$ cat config.mk
export PLATFORM = sky130hd
export DESIGN_NAME = data_mem_responder_flat
export DESIGN_NICKNAME = d
export VERILOG_FILES = /design/src/rtl/data_mem_responder_pkg.sv /design/src/rtl/data_mem_responder_if.sv /design/src/rtl/data_mem_responder_ram_word_array.sv /design/src/rtl/data_mem_responder.sv /design/src/flat_wrapper.sv
export SDC_FILE = /design/constraint.sdc
export NUM_CORES = 2
export LEC_CHECK = 0
export CAP_MARGIN = 5
export CORE_AREA = 2 2 681 683
export CTS_BUF_LIST = sky130_fd_sc_hd__clkbuf_8
export DETAILED_ROUTE_END_ITERATION = 8
export DIE_AREA = 0 0 683 685
export PLACE_DENSITY_LB_ADDON = 0.12
export SYNTH_ARGS = -nofsm -noshare
export SYNTH_HDL_FRONTEND = slang
export SYNTH_SLANG_ARGS = --single-unit
$ cat constraint.sdc
create_clock -name clk -period 15.6 [get_ports clk]
set_input_delay 2.34 -clock clk [delete_from_list [all_inputs] [get_ports clk]]
set_output_delay 2.34 -clock clk [all_outputs]
set_load 0.05 [all_outputs]
$ cat src/rtl/data_mem_responder_pkg.sv
// Shared definitions for the data memory responder: FSM state encoding,
// access-width encoding and default window geometry.
package data_mem_responder_pkg;

  typedef enum logic [0:0] {
    ST_CLEAR = 1'b0,
    ST_READY = 1'b1
  } state_t;

  localparam logic BYTE = 1'b1;
  localparam logic WORD = 1'b0;

  localparam logic [15:0] RAM_BASE       = 16'h0200;
  localparam int          RAM_SIZE_WORDS = 256;

  // Place a byte into the lane selected by the low address bit.
  function automatic logic [15:0] lane_place(input logic odd, input logic [7:0] b);
    if (odd) begin
      lane_place = {b, 8'h00};
    end else begin
      lane_place = {8'h00, b};
    end
  endfunction

endpackage

$ cat src/rtl/data_mem_responder_if.sv
// CPU system-bus signals seen by a memory responder.
interface data_mem_responder_if;
  logic [15:0] MAB;
  logic [15:0] MDBout;
  logic        BW;
  logic        MW;
  logic [15:0] MDBin;

  modport master (output MAB, output MDBout, output BW, output MW, input MDBin);
  modport slave  (input MAB, input MDBout, input BW, input MW, output MDBin);
endinterface

$ cat src/rtl/data_mem_responder_ram_word_array.sv
// Word-organised storage with independent byte-lane write enables and an
// asynchronous read port. Contents are deliberately not reset.
module data_mem_responder_ram_word_array #(
  parameter int WORDS = 256,
  parameter int IDX_W = 8
) (
  input  logic             clk,
  input  logic             we_lo,
  input  logic             we_hi,
  input  logic [IDX_W-1:0] widx,
  input  logic [15:0]      wdata,
  input  logic [IDX_W-1:0] ridx,
  output logic [15:0]      rdata
);

  logic [15:0] mem_r [WORDS];

  // Byte-lane write port.
  always_ff @(posedge clk) begin
    if (we_lo) begin
      mem_r[widx][7:0] <= wdata[7:0];
    end
    if (we_hi) begin
      mem_r[widx][15:8] <= wdata[15:8];
    end
  end

  assign rdata = mem_r[ridx];

endmodule

$ cat src/rtl/data_mem_responder.sv
// Memory-side bus responder: window decode, zero-fill FSM after reset,
// byte-lane write merging, lane-steered reads and sticky write-while-busy flag.
module data_mem_responder
  import data_mem_responder_pkg::*;
#(
  parameter logic [15:0] BASE           = RAM_BASE,
  parameter int          SIZE_WORDS     = RAM_SIZE_WORDS,
  parameter bit          CLEAR_ON_RESET = 1'b1
) (
  input  logic                 clk,
  input  logic                 rst,
  data_mem_responder_if.slave  bus,
  input  logic                 ViolClr,
  output logic                 busy,
  output logic                 ViolFlag,
  output logic [15:0]          ViolAddr
);

  localparam int          IDX_W   = $clog2(SIZE_WORDS);
  localparam logic [16:0] BASE_X  = {1'b0, BASE};
  localparam logic [16:0] LIMIT_X = BASE_X + 17'(2 * SIZE_WORDS);

  if ((BASE[0] != 1'b0) || (LIMIT_X > 17'h10000) || (SIZE_WORDS < 2) ||
      ((SIZE_WORDS & (SIZE_WORDS - 1)) != 0)) begin : g_bad_geometry
    $error("data_mem_responder: illegal BASE/SIZE_WORDS combination");
  end

  state_t           state_r, state_nxt_s;
  logic [IDX_W-1:0] cnt_r, cnt_nxt_s;
  logic             sel_s;
  logic [15:0]      off_s;
  logic [IDX_W-1:0] idx_s;
  logic             we_lo_s, we_hi_s;
  logic [IDX_W-1:0] widx_s;
  logic [15:0]      wdata_s;
  logic [15:0]      rdata_s;
  logic [15:0]      mdbin_s;
  logic             viol_s;
  logic             viol_flag_r;
  logic [15:0]      viol_addr_r;

  assign sel_s = ({1'b0, bus.MAB} >= BASE_X) && ({1'b0, bus.MAB} < LIMIT_X);
  assign off_s = bus.MAB - BASE;
  assign idx_s = off_s[IDX_W:1];

  // FSM state and fill-counter registers.
  always_ff @(posedge clk or posedge rst) begin
    if (rst) begin
      state_r <= CLEAR_ON_RESET ? ST_CLEAR : ST_READY;
      cnt_r   <= '0;
    end else begin
      state_r <= state_nxt_s;
      cnt_r   <= cnt_nxt_s;
    end
  end

  // Next-state logic: sweep every word once, then stay ready until reset.
  always_comb begin
    state_nxt_s = state_r;
    cnt_nxt_s   = cnt_r;
    case (state_r)
      ST_CLEAR: begin
        cnt_nxt_s = cnt_r + {{(IDX_W-1){1'b0}}, 1'b1};
        if (cnt_r == IDX_W'(SIZE_WORDS - 1)) begin
          state_nxt_s = ST_READY;
        end else begin
          state_nxt_s = ST_CLEAR;
        end
      end
      ST_READY: begin
        state_nxt_s = ST_READY;
      end
      default: begin
        state_nxt_s = ST_CLEAR;
        cnt_nxt_s   = '0;
      end
    endcase
  end

  assign busy = (state_r == ST_CLEAR);

  // Write steering: the fill owns the RAM while clearing; CPU writes otherwise.
  always_comb begin
    we_lo_s = 1'b0;
    we_hi_s = 1'b0;
    widx_s  = idx_s;
    wdata_s = 16'h0000;
    if (state_r == ST_CLEAR) begin
      we_lo_s = 1'b1;
      we_hi_s = 1'b1;
      widx_s  = cnt_r;
    end else if (bus.MW && sel_s) begin
      if (bus.BW == WORD) begin
        we_lo_s = 1'b1;
        we_hi_s = 1'b1;
        wdata_s = bus.MDBout;
      end else begin
        we_lo_s = ~bus.MAB[0];
        we_hi_s = bus.MAB[0];
        wdata_s = lane_place(bus.MAB[0], bus.MDBout[7:0]);
      end
    end else begin
      wdata_s = 16'h0000;
    end
  end

  data_mem_responder_ram_word_array #(
    .WORDS (SIZE_WORDS),
    .IDX_W (IDX_W)
  ) u_ram_word_array (
    .clk   (clk),
    .we_lo (we_lo_s),
    .we_hi (we_hi_s),
    .widx  (widx_s),
    .wdata (wdata_s),
    .ridx  (idx_s),
    .rdata (rdata_s)
  );

  // Read data is forced to zero when not ours so responders can be OR-ed.
  always_comb begin
    mdbin_s = 16'h0000;
    if (!bus.MW && sel_s && (state_r == ST_READY)) begin
      if (bus.BW == BYTE) begin
        mdbin_s = bus.MAB[0] ? {8'h00, rdata_s[15:8]} : {8'h00, rdata_s[7:0]};
      end else begin
        mdbin_s = rdata_s;
      end
    end else begin
      mdbin_s = 16'h0000;
    end
  end

  assign bus.MDBin = mdbin_s;

  assign viol_s = bus.MW && sel_s && busy;

  // Sticky violation flag; a clear coinciding with a violation re-arms the address.
  always_ff @(posedge clk or posedge rst) begin
    if (rst) begin
      viol_flag_r <= 1'b0;
      viol_addr_r <= 16'h0000;
    end else if (viol_s) begin
      viol_flag_r <= 1'b1;
      if (!viol_flag_r || ViolClr) begin
        viol_addr_r <= bus.MAB;
      end
    end else if (ViolClr) begin
      viol_flag_r <= 1'b0;
    end
  end

  assign ViolFlag = viol_flag_r;
  assign ViolAddr = viol_addr_r;

endmodule

$ cat src/flat_wrapper.sv
// flat-port wrapper written by rule: the top's interface ports become plain ports
module data_mem_responder_flat import data_mem_responder_pkg::*;
#(
  parameter logic [15:0] BASE           = RAM_BASE,
  parameter int          SIZE_WORDS     = RAM_SIZE_WORDS,
  parameter bit          CLEAR_ON_RESET = 1'b1
)
  (clk, rst, ViolClr, busy, ViolFlag, ViolAddr, bus_MAB, bus_MDBout, bus_BW, bus_MW, bus_MDBin);
  data_mem_responder_if bus_i ();
  input  logic clk;
  input  logic rst;
  input  logic ViolClr;
  output logic busy;
  output logic ViolFlag;
  output logic [15:0] ViolAddr;
  input wire logic [$bits(bus_i.MAB)-1:0] bus_MAB;
  input wire logic [$bits(bus_i.MDBout)-1:0] bus_MDBout;
  input wire logic [$bits(bus_i.BW)-1:0] bus_BW;
  input wire logic [$bits(bus_i.MW)-1:0] bus_MW;
  output wire logic [$bits(bus_i.MDBin)-1:0] bus_MDBin;
  assign bus_i.MAB = bus_MAB;
  assign bus_i.MDBout = bus_MDBout;
  assign bus_i.BW = bus_BW;
  assign bus_i.MW = bus_MW;
  assign bus_MDBin = bus_i.MDBin;
  data_mem_responder #(.BASE(BASE), .SIZE_WORDS(SIZE_WORDS), .CLEAR_ON_RESET(CLEAR_ON_RESET)) u_core (.clk(clk), .rst(rst), .bus(bus_i), .ViolClr(ViolClr), .busy(busy), .ViolFlag(ViolFlag), .ViolAddr(ViolAddr));
endmodule
==> metrics.md <==
| Metric | Value |
|---|---|
| Final Critical Period | `about 11 ns` |
| Async S/R FF share, synth | `0.631%` |
| Initial Util | `34.9%` |
| Status | `finished with violations` |
| DR vias | `between 80000 and 90000` |
| CP startpoint | `bus_MAB[3]` |
| Setup WS pre-CTS | `4.60 ns` |
| Worst EP required | `13.26 ns` |
| Synth-to-layout area growth | `12.5%` |
| Gp weighted congestion | `0.796` |
| Most common cell after layout, fill and taps aside | `edfxtp_1` |
| Mapped Nets | `7627` |
| DRC violations left | `0` |
| Synth cell types | `between 80 and 90` |
| Routed WL | `503000 µm` |
| Top-level I/O count | `71` |
| Clock Latency Late Sink | `1.27 ns` |
| Failing checks | `max-slew violations` |
| Die Span X | `683 µm` |
| Layout Cells excl Fill | `14800` |
| DRT Pass-1 Iters | `6` |
| Port Buffers | `70` |
| Crit start category | `input pin` |
| CTS H-tree depth | `6` |
| Leakage Power | `55.4 nW` |
| Synth Instances | `7589` |
| Row count | `250` |
| Crit Path Class | `input pin to primary output` |
| Final ANT Viol Nets | `0` |
| Post-CTS Setup Inserts | `0` |
| CP arrival | `8.98 ns` |
| Final period utilization | `72.6%` |
| Avg Inst Size Synth | `approximately 21 µm²` |
| Measured slew at the worst slew-check pin | `1.52 ns` |
| Slew margin rel. | `-1.62%` |
| Vias in the first global route | `83200` |
| TritonCTS Buffers | `695` |
| Ranking of synthesized cells by area | `edfxtp_1, mux4_2, mux2i_1` |
| DR iter-0 viols | `8608` |
| First-pass GRT wire length | `approximately 700000 µm` |
| Top_reg_cell synth | `edfxtp_1` |
| Clock sinks | `about 4100` |
| Crit-path max FO | `75` |
| EDFF count, synth | `approximately 4100` |
| Final Hold Viols | `0` |
| Post-CTS resize count | `0` |
| Clock buffer depth | `4` |
| Hold-fix buffers, CTS | `0` |
| Max Freq | `88.3 MHz` |
| NumNets Final | `roughly 8100` |
| Core Footprint | `0.461 mm²` |
| Root Buffer | `clkbuf_8` |
| Most frequent cells in the layout | `edfxtp_1, mux4_2, clkbuf_8` |
| Die Y | `685 µm` |
| Placed Cells incl. Taps | `13600` |
| DP HPWL | `301000 µm` |
| Initial antenna violation count | `35` |
| Synth Register Bits | `4122` |
| Tot Pwr | `21.7 mW` |
| Gr ovfl total | `0` |
| Final setup margin | `4.28 ns` |
| Die ar. | `0.468 mm²` |
| Fin util | `between 30% and 40%` |
| Maxcap violations | `0` |
| Routed len/inst | `roughly 34 µm` |
| Layout Skew | `just over 0.06 ns` |
| Pwr Density | `120 mW/mm²` |
| CTS tree | `yes` |
| Dpl cell area | `approximately 0.17 mm²` |
| Final instance area | `approximately 0.18 mm²` |
| Pin count of the biggest net entering global routing | `212` |
| Hold Crit Class | `register to register` |
| Worst hold slack | `0.465 ns` |
| Setup_tns | `0 ns` |
| Leading area contributor after synthesis | `edfxtp_1` |
| RSZ-0062 raised after global routing | `no` |
| Critical path endpoint category | `primary output` |
| Setup violations, final | `0` |
| FF-to-FF Start | `u_core.state_r` |
| Min-Delay Startpoint | `u_core.ViolAddr[9]` |
| Synthesized area | `0.161 mm²` |
| Peak VDD IR | `between 80 and 90 µV` |
| Clock transition at path regs | `~0.060 ns` |
| DR vias/cell | `5.47` |
| Share of cells above drive strength 1 | `24.3%` |
| Total GRT Usage | `about a fifth` |
| Sequential area share after synthesis | `approximately 77%` |
| Synth top area share | `between 70% and 80%` |
| Final Max Tran Viols | `36` |
| Yosys warns | `0` |
## synth_stat cells (20+ instances only)
| cell | instances |
|---|---|
| a2111oi_0 | 23 |
| a211oi_1 | 30 |
| a21oi_1 | 91 |
| a22o_1 | 24 |
| a22oi_1 | 104 |
| and2_1 | 20 |
| buf_1 | 23 |
| buf_2 | 121 |
| buf_4 | 45 |
| buf_6 | 66 |
| clkbuf_1 | 180 |
| dfrtp_1 | 26 |
| edfxtp_1 | 4096 |
| mux2_2 | 53 |
| mux2i_1 | 294 |
| mux4_1 | 28 |
| mux4_2 | 932 |
| nand2_1 | 230 |
| nand3_1 | 38 |
| nor2_1 | 613 |
| nor2b_1 | 49 |
| nor3_1 | 32 |
| o21ai_0 | 55 |
| o221ai_1 | 54 |
| o22ai_1 | 89 |
## power by group
part	leakage [nW]	internal (mW)	switching, mW
registers	36.4	12.0	0.00124
clock network	7.19	4.39	4.49
logic	11.8	0.300	0.553
total	55.4	16.7	5.04
## cell families after synthesis
group,Yosys count,synth area share (%)
adders and majority gates,1,0.00778
buffers and inverters,473,1.81
muxes,1307,15.7
DFF,4122,76.9
xor gates and xnor gates,7,0.0381
and+or+nand+nor,1068,2.81
AOI/OAI and AO/OA,611,2.72
## routing by layer
metal / share of wire [%] / up-vias / wire [µm] / track usage (%)
met5: 0.0052 / - / 26 / 0
li1: - / 32800 / - / -
met2: 47 / 3155 / 238000 / 33.7
met3: 6.3 / 748 / 31700 / 3.60
met4: 3.2 / 4 / 15900 / 6.23
met1: 43 / 44400 / 217000 / 29.8
## sequential cells by signal, summed over array words and instances, names as in the netlist
register,count
u_core.ViolFlag,1
u_core.state_r,1
u_core.u_ram_word_array.mem_r,4096
u_core.ViolAddr,16
u_core.cnt_r,8
## critical path, stage by stage
cell	delay (ns)
buf_8	0.39
buf_4	0.66
buf_12	0.38
nand2b_1	0.20
buf_4	0.31
a2111oi_0	0.13
nor4_1	0.44
a211oi_1	0.15
o21ai_0	1.05
nand3_1	0.74
o32ai_1	0.70
clkdlybuf4s50_1	0.96
## final cells by class
class | instances | area, µm²
Tap cell | 6174 | 7720
Multi-Input combinational cell | 2994 | 34600
Antenna cell | 13 | 32.5
Inverter | 13 | 63.8
Sequential cell | 4122 | 124000
Timing Repair Buffer | 261 | 2430
Clock inverter | 538 | 2690
Fill cell | 41300 | 280000
Clock buffer | 708 | 9740
## path summary, 6_finish.rpt
path | endpoint | slack [ns] | depth (start not counted)
max in group asynchronous | u_core.ViolAddr[3] | 13.23 | 2
worst max-delay path | bus_MDBin[5] | 4.28 | 12
worst min register to register | u_core.ViolAddr[9] | 0.47 | 1
worst max register to register | u_core.u_ram_word_array.mem_r[159][0] | 10.05 | 5
worst min-delay path | u_core.ViolAddr[9] | 0.47 | 1
min in group asynchronous | u_core.ViolAddr[1] | 1.62 | 2
No activity file was read; power rests on OpenSTA's default activity.
